<file path="src/rtl/fetch_decode_if.sv">
// Decoded-op handshake between fetch_decode (master) and the execute stage (slave).
interface fetch_decode_if;
  logic       valid;
  logic       ready;
  logic       op_add;
  logic       op_nand;
  logic       op_push;
  logic [1:0] rd;
  logic [1:0] ra;
  logic [1:0] rb;
  logic [3:0] imm;

  modport master (
    output valid, op_add, op_nand, op_push, rd, ra, rb, imm,
    input  ready
  );

  modport slave (
    input  valid, op_add, op_nand, op_push, rd, ra, rb, imm,
    output ready
  );
endinterface

</file>
<file path="src/rtl/fetch_decode.sv">
// Fetch/decode stage of the 4-bit CPU: owns the PC, drives the ROM address, decodes the
// returned instruction and hands registered ops to execute over valid/ready.
// Optional feature macro: FETCH_DECODE_JUMP_EN (op 100 becomes JUMP imm instead of illegal).
module fetch_decode #(
  parameter logic [3:0] RESET_PC   = 4'd0,
  parameter bit         AUTO_START = 1'b0
) (
  input  logic           i_clk,
  input  logic           i_rst,
  input  logic           i_start,
  output logic [3:0]     o_pc,
  input  logic [8:0]     i_ins,
  fetch_decode_if.master o_dec,
  output logic           o_halted,
  output logic           o_illegal
);

  typedef enum logic [1:0] {StIdle, StRun, StHalt} state_e;

  state_e     r_state;
  logic [3:0] r_pc;
  logic       r_valid;
  logic       r_op_add;
  logic       r_op_nand;
  logic       r_op_push;
  logic [1:0] r_rd;
  logic [1:0] r_ra;
  logic [1:0] r_rb;
  logic [3:0] r_imm;
  logic       r_halted;
  logic       r_illegal;

  logic [2:0] w_opcode;
  logic       w_adv;
  logic       w_is_op;

  assign w_opcode = i_ins[8:6];
  // A held op blocks the pipeline until execute takes it.
  assign w_adv    = !r_valid || o_dec.ready;
  assign w_is_op  = (w_opcode == 3'b000) || (w_opcode == 3'b001) || (w_opcode == 3'b010);

  // State machine, PC and all registered decode outputs.
  always_ff @(posedge i_clk) begin
    if (i_rst) begin
      r_state   <= AUTO_START ? StRun : StIdle;
      r_pc      <= RESET_PC;
      r_valid   <= 1'b0;
      r_op_add  <= 1'b0;
      r_op_nand <= 1'b0;
      r_op_push <= 1'b0;
      r_rd      <= 2'd0;
      r_ra      <= 2'd0;
      r_rb      <= 2'd0;
      r_imm     <= 4'd0;
      r_halted  <= 1'b0;
      r_illegal <= 1'b0;
    end else begin
      unique case (r_state)
        StIdle: begin
          if (i_start) r_state <= StRun;
        end
        StRun: begin
          if (w_adv) begin
            // Bubble by default; only real ops raise valid.
            r_valid   <= 1'b0;
            r_op_add  <= 1'b0;
            r_op_nand <= 1'b0;
            r_op_push <= 1'b0;
            if (w_is_op) begin
              r_rd  <= i_ins[5:4];
              r_ra  <= i_ins[3:2];
              r_rb  <= i_ins[1:0];
              r_imm <= i_ins[3:0];
            end
            unique case (w_opcode)
              3'b000: begin
                r_valid  <= 1'b1;
                r_op_add <= 1'b1;
                r_pc     <= r_pc + 4'd1;
              end
              3'b001: begin
                r_valid   <= 1'b1;
                r_op_nand <= 1'b1;
                r_pc      <= r_pc + 4'd1;
              end
              3'b010: begin
                r_valid   <= 1'b1;
                r_op_push <= 1'b1;
                r_pc      <= r_pc + 4'd1;
              end
              3'b011: r_pc <= r_pc + 4'd1;
              3'b110: begin
                r_state  <= StHalt;
                r_halted <= 1'b1;
              end
`ifdef FETCH_DECODE_JUMP_EN
              3'b100: r_pc <= i_ins[3:0];
`endif
              default: begin
                r_state   <= StHalt;
                r_halted  <= 1'b1;
                r_illegal <= 1'b1;
              end
            endcase
          end
        end
        StHalt: begin
          // Frozen until reset.
        end
        default: r_state <= StHalt;
      endcase
    end
  end

  assign o_pc          = r_pc;
  assign o_halted      = r_halted;
  assign o_illegal     = r_illegal;
  assign o_dec.valid   = r_valid;
  assign o_dec.op_add  = r_op_add;
  assign o_dec.op_nand = r_op_nand;
  assign o_dec.op_push = r_op_push;
  assign o_dec.rd      = r_rd;
  assign o_dec.ra      = r_ra;
  assign o_dec.rb      = r_rb;
  assign o_dec.imm     = r_imm;

endmodule

</file>
<file path="src/flat_wrapper.sv">
// flat-port wrapper written by rule: the top's interface ports become plain ports
module fetch_decode_flat 
#(
  parameter logic [3:0] RESET_PC   = 4'd0,
  parameter bit         AUTO_START = 1'b0
)
  (i_clk, i_rst, i_start, o_pc, i_ins, o_halted, o_illegal, o_dec_valid, o_dec_op_add, o_dec_op_nand, o_dec_op_push, o_dec_rd, o_dec_ra, o_dec_rb, o_dec_imm, o_dec_ready);
  fetch_decode_if o_dec_i ();
  input  logic i_clk;
  input  logic i_rst;
  input  logic i_start;
  output logic [3:0] o_pc;
  input  logic [8:0] i_ins;
  output logic o_halted;
  output logic o_illegal;
  output wire logic [$bits(o_dec_i.valid)-1:0] o_dec_valid;
  output wire logic [$bits(o_dec_i.op_add)-1:0] o_dec_op_add;
  output wire logic [$bits(o_dec_i.op_nand)-1:0] o_dec_op_nand;
  output wire logic [$bits(o_dec_i.op_push)-1:0] o_dec_op_push;
  output wire logic [$bits(o_dec_i.rd)-1:0] o_dec_rd;
  output wire logic [$bits(o_dec_i.ra)-1:0] o_dec_ra;
  output wire logic [$bits(o_dec_i.rb)-1:0] o_dec_rb;
  output wire logic [$bits(o_dec_i.imm)-1:0] o_dec_imm;
  input wire logic [$bits(o_dec_i.ready)-1:0] o_dec_ready;
  assign o_dec_valid = o_dec_i.valid;
  assign o_dec_op_add = o_dec_i.op_add;
  assign o_dec_op_nand = o_dec_i.op_nand;
  assign o_dec_op_push = o_dec_i.op_push;
  assign o_dec_rd = o_dec_i.rd;
  assign o_dec_ra = o_dec_i.ra;
  assign o_dec_rb = o_dec_i.rb;
  assign o_dec_imm = o_dec_i.imm;
  assign o_dec_i.ready = o_dec_ready;
  fetch_decode #(.RESET_PC(RESET_PC), .AUTO_START(AUTO_START)) u_core (.i_clk(i_clk), .i_rst(i_rst), .i_start(i_start), .o_pc(o_pc), .i_ins(i_ins), .o_dec(o_dec_i), .o_halted(o_halted), .o_illegal(o_illegal));
endmodule
</file>
<file path="config.mk">
export PLATFORM = sky130hd
export DESIGN_NAME = fetch_decode_flat
export DESIGN_NICKNAME = d
export VERILOG_FILES = /design/src/rtl/fetch_decode_if.sv /design/src/rtl/fetch_decode.sv /design/src/flat_wrapper.sv
export SDC_FILE = /design/constraint.sdc
export NUM_CORES = 1
export LEC_CHECK = 0
export ABC_AREA = 1
export BUFFER_PORTS_ARGS = -buffer_cell sky130_fd_sc_hd__buf_4
export CORE_UTILIZATION = 47
export CTS_CLUSTER_SIZE = 24
export DETAILED_ROUTE_END_ITERATION = 7
export HOLD_SLACK_MARGIN = 0.1
export PLACE_DENSITY = 0.81
export SYNTH_ARGS = -nofsm -noshare
export SYNTH_HDL_FRONTEND = slang
export SYNTH_SLANG_ARGS = --single-unit
export TNS_END_PERCENT = 20
</file>
<file path="constraint.sdc">
create_clock -name i_clk -period 1.1 [get_ports i_clk]
set_input_delay 0.055 -clock i_clk [delete_from_list [all_inputs] [get_ports i_clk]]
set_output_delay 0.055 -clock i_clk [all_outputs]
set_load 0.05 [all_outputs]
</file>
### Word level (Yosys, flattened, before mapping)

Index checks and enable logic that the tools add are counted.

| storage, ports and cells | value |
|---|---|
| bits in registers | 22 |
| output and inout bits | 20 |

| operators by class | value |
|---|---|
| add/sub/neg operators | 1 |
| equal/unequal tests | 9 |
| multiplexer cells | 8 |
| bitwise operators | 3 |
| reduce and logical (&&, ||, !) cells | 15 |

Operator list:

| operator | number |
|---|---|
| AND reduction 3 bit | 4 |
| == test 3 x 2 -> 1 bit, second input constant | 2 |
| two-way mux 2 bit | 3 |
| one-hot mux 2 bit (3 select lines) | 1 |
| OR reduction 5 bit | 1 |
| adder 4 x 1 -> 4 bit, second input constant | 1 |
| two-way mux 1 bit | 4 |
| != test 2 bit, second input constant | 2 |
| AND reduction 4 bit | 1 |
| OR reduction 4 bit | 1 |
| == test 3 x 1 -> 1 bit, second input constant | 1 |
| == test 3 bit, second input constant | 1 |
| zero test 3 bit | 1 |
| logical OR 1 bit | 3 |
| NOT 1 bit | 3 |
| OR reduction 3 bit | 1 |
| == test 2 x 1 -> 1 bit, second input constant | 1 |
| == test 2 bit, second input constant | 1 |
| zero test 2 bit | 1 |
| != test 2 x 1 -> 1 bit, second input constant | 1 |
| AND reduction 2 bit | 1 |
| zero test 1 bit | 1 |

### Logic depth before layout (Yosys ltp)

| depth | value |
|---|---|
| depth after elaboration | 5 |
| gate-level depth with buffers | 6 |
| mapped depth without buffers | 6 |

### Worst setup path before layout

Ideal clock, no wire load.

| timing path | value |
|---|---|
| kind | flip-flop to flip-flop |
| start | register u_core.r_valid, in the netlist u_core.o_dec.valid |
| end | register u_core.r_imm[1], in the netlist u_core.o_dec.imm[1] |
| arrival time | 1.332 ns |
| required time | 0.983 ns |
| path slack | -0.349 ns |
| stages on the path, launching flop included | 7 |
| cell sequence | dfxtp_1 > inv_1 > nor2_4 > nor2_8 > buf_8 > a21oi_1 > nor2_1 |

| between the ends | value |
|---|---|
| longest elaborated chain between the ends | 3 |

RTL lines:

| what | RTL line | text |
|---|---|---|
| start, declared | fetch_decode.sv:22 | `logic r_valid;` |
| start signal, assigned | fetch_decode.sv:47 | `r_valid <= 1'b0;` |
| start signal, assigned | fetch_decode.sv:65 | `r_valid <= 1'b0;` |
| start signal, assigned | fetch_decode.sv:77 | `r_valid <= 1'b1;` |
| zero test 1 bit | fetch_decode.sv:39 | `assign w_adv = !r_valid \|\| o_dec.ready;` |
| logical OR 1 bit | fetch_decode.sv:39 |  |
| AND reduction 3 bit (no line) | -- |  |
| end signal, assigned | fetch_decode.sv:73 | `r_imm <= i_ins[3:0];` |
| end, declared | fetch_decode.sv:29 | `logic [3:0] r_imm;` |

No other way between the ends.
A chain may end at the register's enable or synchronous reset.

### Worst setup path in the final report

| timing path | value |
|---|---|
| start | register u_core.r_valid, in the netlist u_core.o_dec.valid |
| end | register u_core.r_state[1] |

| between the ends | value |
|---|---|
| longest elaborated chain between the ends | 4 |

RTL lines:

| what | RTL line | text |
|---|---|---|
| zero test 1 bit | fetch_decode.sv:39 |  |
| logical OR 1 bit | fetch_decode.sv:39 |  |
| != test 2 x 1 -> 1 bit (no line) | -- |  |
| AND reduction 4 bit (no line) | -- |  |
| end signal, assigned | fetch_decode.sv:45 | `r_state <= AUTO_START ? StRun : StIdle;` |
| end signal, assigned | fetch_decode.sv:60 | `if (i_start) r_state <= StRun;` |
| end signal, assigned | fetch_decode.sv:93 | `r_state <= StHalt;` |
| end, declared | fetch_decode.sv:20 | `state_e r_state;` |

No other way between the ends.

==> results.yml <==
job:
  maxCapViolCount: 0
yosys:
  postSynth.asyncResetShare_pct: 0
  synth_top_cells_by_count: "20 x nand2_1, 18 x dfxtp_1, 16 x nor2_1, 10 x a21oi_1, 9 x inv_1"
  synth_enable_flop_cells: 0
  yosys.area_share.simple_pct: 33.24
  yosysSeqAreaShare_pct: 41.08
  syn_area_per_cell_um2: 7.831
  main_combinational_cell_family_by_area_after_synthesis: "simple AND/OR/NAND/NOR gates"
  ys_warn_count: 0
  synth_xor_area_share_pct: 0.9986
  yosysMostFrequentCell: "nand2_1"
  synth_compound_area_share_pct: 12.41
  synth.mux.area_fraction_pct: 0
  yosys.area.top_type_share_pct: 41.08
  nets_in_the_synthesized_netlist: 126
  synth_flop_cell: "dfxtp_1"
  post_synthesis_adder_cell_area_fraction_pct: 1.427
  yosys_top_cell_by_area: "dfxtp_1"
  ys_top_cells_by_area: "dfxtp_1 41%, nand2_1 8.6%, nor2_1 6.8%"
  post_synth_inst_count: 112
  synth.ff_latch_count: 18
  post_synth_instance_area_um2: 877.1
  yosys.cell_types.count: 24
final_layout:
  finalNonFillerCells: 181
  nNetsFinal: 171
  drive_gt1_share_pct: 44.87
  areaGrowthSynthToFinish_pct: 51.07
  n_antenna_cell: 0
route:
  detail_route.iter0.violations: 21
  drt-vias-per-instance: 4.829
  route.final.wire_length_mm: 2.113
  route.vias.total: 874
  avgRoutedWirePerCell_um: 11.67
  detail_route.drc_violations: 0
  final_antenna_net_count: 0
  dr.pass1.iters: 4
placement:
  place.port_buffers: 32
  gp_routability_congestion: 0.7182
  post-place-cells: 164
  detailedPlacementHpwl_mm: 1.289
cts:
  tritoncts_buffers: 3
  cts_num_sinks: 18
  ctsLongestPathBuffers: 2
  path_clk_slew_ps: 110
  ctsRootBufferMaster: "clkbuf_4"
  cts_max_level: 1
  clock_latency_ps: 290
  cts_tree: "built"
  cts.hold.buffers_added: 9
min_path:
  holdCritPathClass: "input pin to flop"
floorplan:
  initial_core_util_pct: 50.25
  die_h_um: 45.20
  design.core.area_mm2: 0.001745
  die_area_mm2: 0.002043
  pin_count: 33
  num_rows: 15
  die-width_um: 45.20
timing:
  tightest_slew_ps: 288.3
  period_needed_ps: 1119
  grt_setup_unrepaired: "yes"
  final_report_hold_violation_count: 0
  setup_ws_ps: -18.61
  skew_ps: 9.063
  max_freq_mhz: 894.0
  setup-tns-final_ps: -18.61
  number_of_setup_violations_in_the_final_report: 1
  whs_ps: 12.90
  report.final.slew_viol_count: 0
  relSlewSlack_pct: 80.74
  post-route-period-util_pct: 101.7
critical_path:
  start_kind: "flop"
  critPathKind: "flop to flop"
  critical_path_peak_fanout: 4
  endpoint_kind: "flop"
  worstPathArrival_ps: 1310
  worst-endpoint-required_ps: 1290
global_route:
  number_of_global_route_vias_before_repair: 767
  grt_pass1_wl_mm: 3.298
  global_route.usage.met3_pct: 4.000
  met2_usage_pct: 35.94
  grt_start_max_net_pins: 14
  grt.overflow.total: 0
  number_of_antenna_violations_at_the_first_check_in_global_routing: 0
  globalRouteMet1Util_pct: 28.82
  grt_most_used_layer: "met2"
  track_usage_pct: 22.65
status:
  violations_in_the_final_reports: "negative setup slack"
  outcome: "finished, violations left"
power:
  worst_vdd_rail_ir_drop_mv: 0.9345
  p_leak_nw: 0.5810
  pd_cells_mw_per_mm2: 1188
==> layout make-up <==
cell class / count / area, um2
timing repair buffer: 46 / 375.4
multi-input combinational: 78 / 474.2
tap: 25 / 31.28
inverter: 10 / 40.04
sequential: 18 / 367.9
fill: 133 / 420.4
clock buffer: 4 / 36.28
==> report_power, final <==
part | switching (mW) | internal [mW] | total [mW]
clock | 0.199 | 0.201 | 0.400
combinational | 0.284 | 0.170 | 0.454
sequential | 0.0321 | 0.688 | 0.720
==> repair_timing <==
| action | 4_1_cts | 5_1_grt |
|---|---|---|
| hold endpoints to repair | 16 | 9 |
| pin swaps | 2 | 3 |
| gates resized for setup | 0 | 18 |
| endpoints found under the setup margin | 10 | 17 |
| buffers inserted | 1 | 2 |
| cloned | 1 | 0 |
==> cells in the final DEF, fill, tap and decap left out, types with 2 or more instances in the layout <==
cell type and instances:
a21oi_1 6, a21oi_2 9, buf_4 35, buf_6 2
clkbuf_4 3, dfxtp_1 14, dfxtp_2 3, dlygate4sd3_1 9
inv_1 6, inv_2 2, nand2_1 20, nand2_2 3
nand3_1 2, nand3_2 2, nand3b_1 6, nor2_1 15
nor2_4 3, nor3_1 2, o21ai_1 2
==> critical path: stages (launching register included) <==
cell and delay [ps]:
dfxtp_4 380, inv_4 40, nor2_4 230, buf_6 150
o21ai_2 50, nor3b_2 160
==> routing by layer <==
layer  part of all wire (%)  vias up
met5                      0        -
met4                    1.2        0
met3                    2.6        2
met2                     52       20
met1                     44      409
li1                       -      443
==> worst paths after layout <==
path / slack, ps / from / cells after the start / to
min reg2reg: 470 / u_core.o_illegal$_SDFFE_PP0P_ / 2 / u_core.o_illegal$_SDFFE_PP0P_
max reg2reg: -20 / u_core.o_dec.valid$_SDFFE_PP0P_ / 5 / u_core.r_state[1]$_SDFFE_PP0P_
min: 10 / i_rst / 2 / u_core.o_dec.valid$_SDFFE_PP0P_
max: -20 / u_core.o_dec.valid$_SDFFE_PP0P_ / 5 / u_core.r_state[1]$_SDFFE_PP0P_
==> stage by stage <==
stage          area [um2]  setup WS (ps)  util, %  power [mW]
3_5_place_dp         1112         -50.67    63.73       1.116
2_1_floorplan       883.3         -51.58        -       1.011
3_3_place_gp         1112         -9.523    63.73       1.108
6_report             1325         -18.61    75.91       1.574
5_1_grt              1325         -49.10    75.91       1.654
4_1_cts              1257         -1.985    72.04       1.547
==> kinds of logic after synthesis <==
family	after synthesis
compound gates	18
xor+xnor	1
fa+ha+maj	1
buf+inv	17
flops	18
simple gates	57
==> state kept, by name, indices dropped and copies added, names as in the netlist <==
signal / cells
u_core.o_dec.imm: 3
u_core.o_dec.op_add: 1
u_core.o_dec.op_nand: 1
u_core.o_dec.op_push: 1
u_core.o_dec.ra: 1
u_core.o_dec.rd: 2
u_core.o_dec.valid: 1
u_core.o_halted: 1
u_core.o_illegal: 1
u_core.o_pc: 4
u_core.r_state: 2
Note: power is estimated with default switching activity, not from simulation.
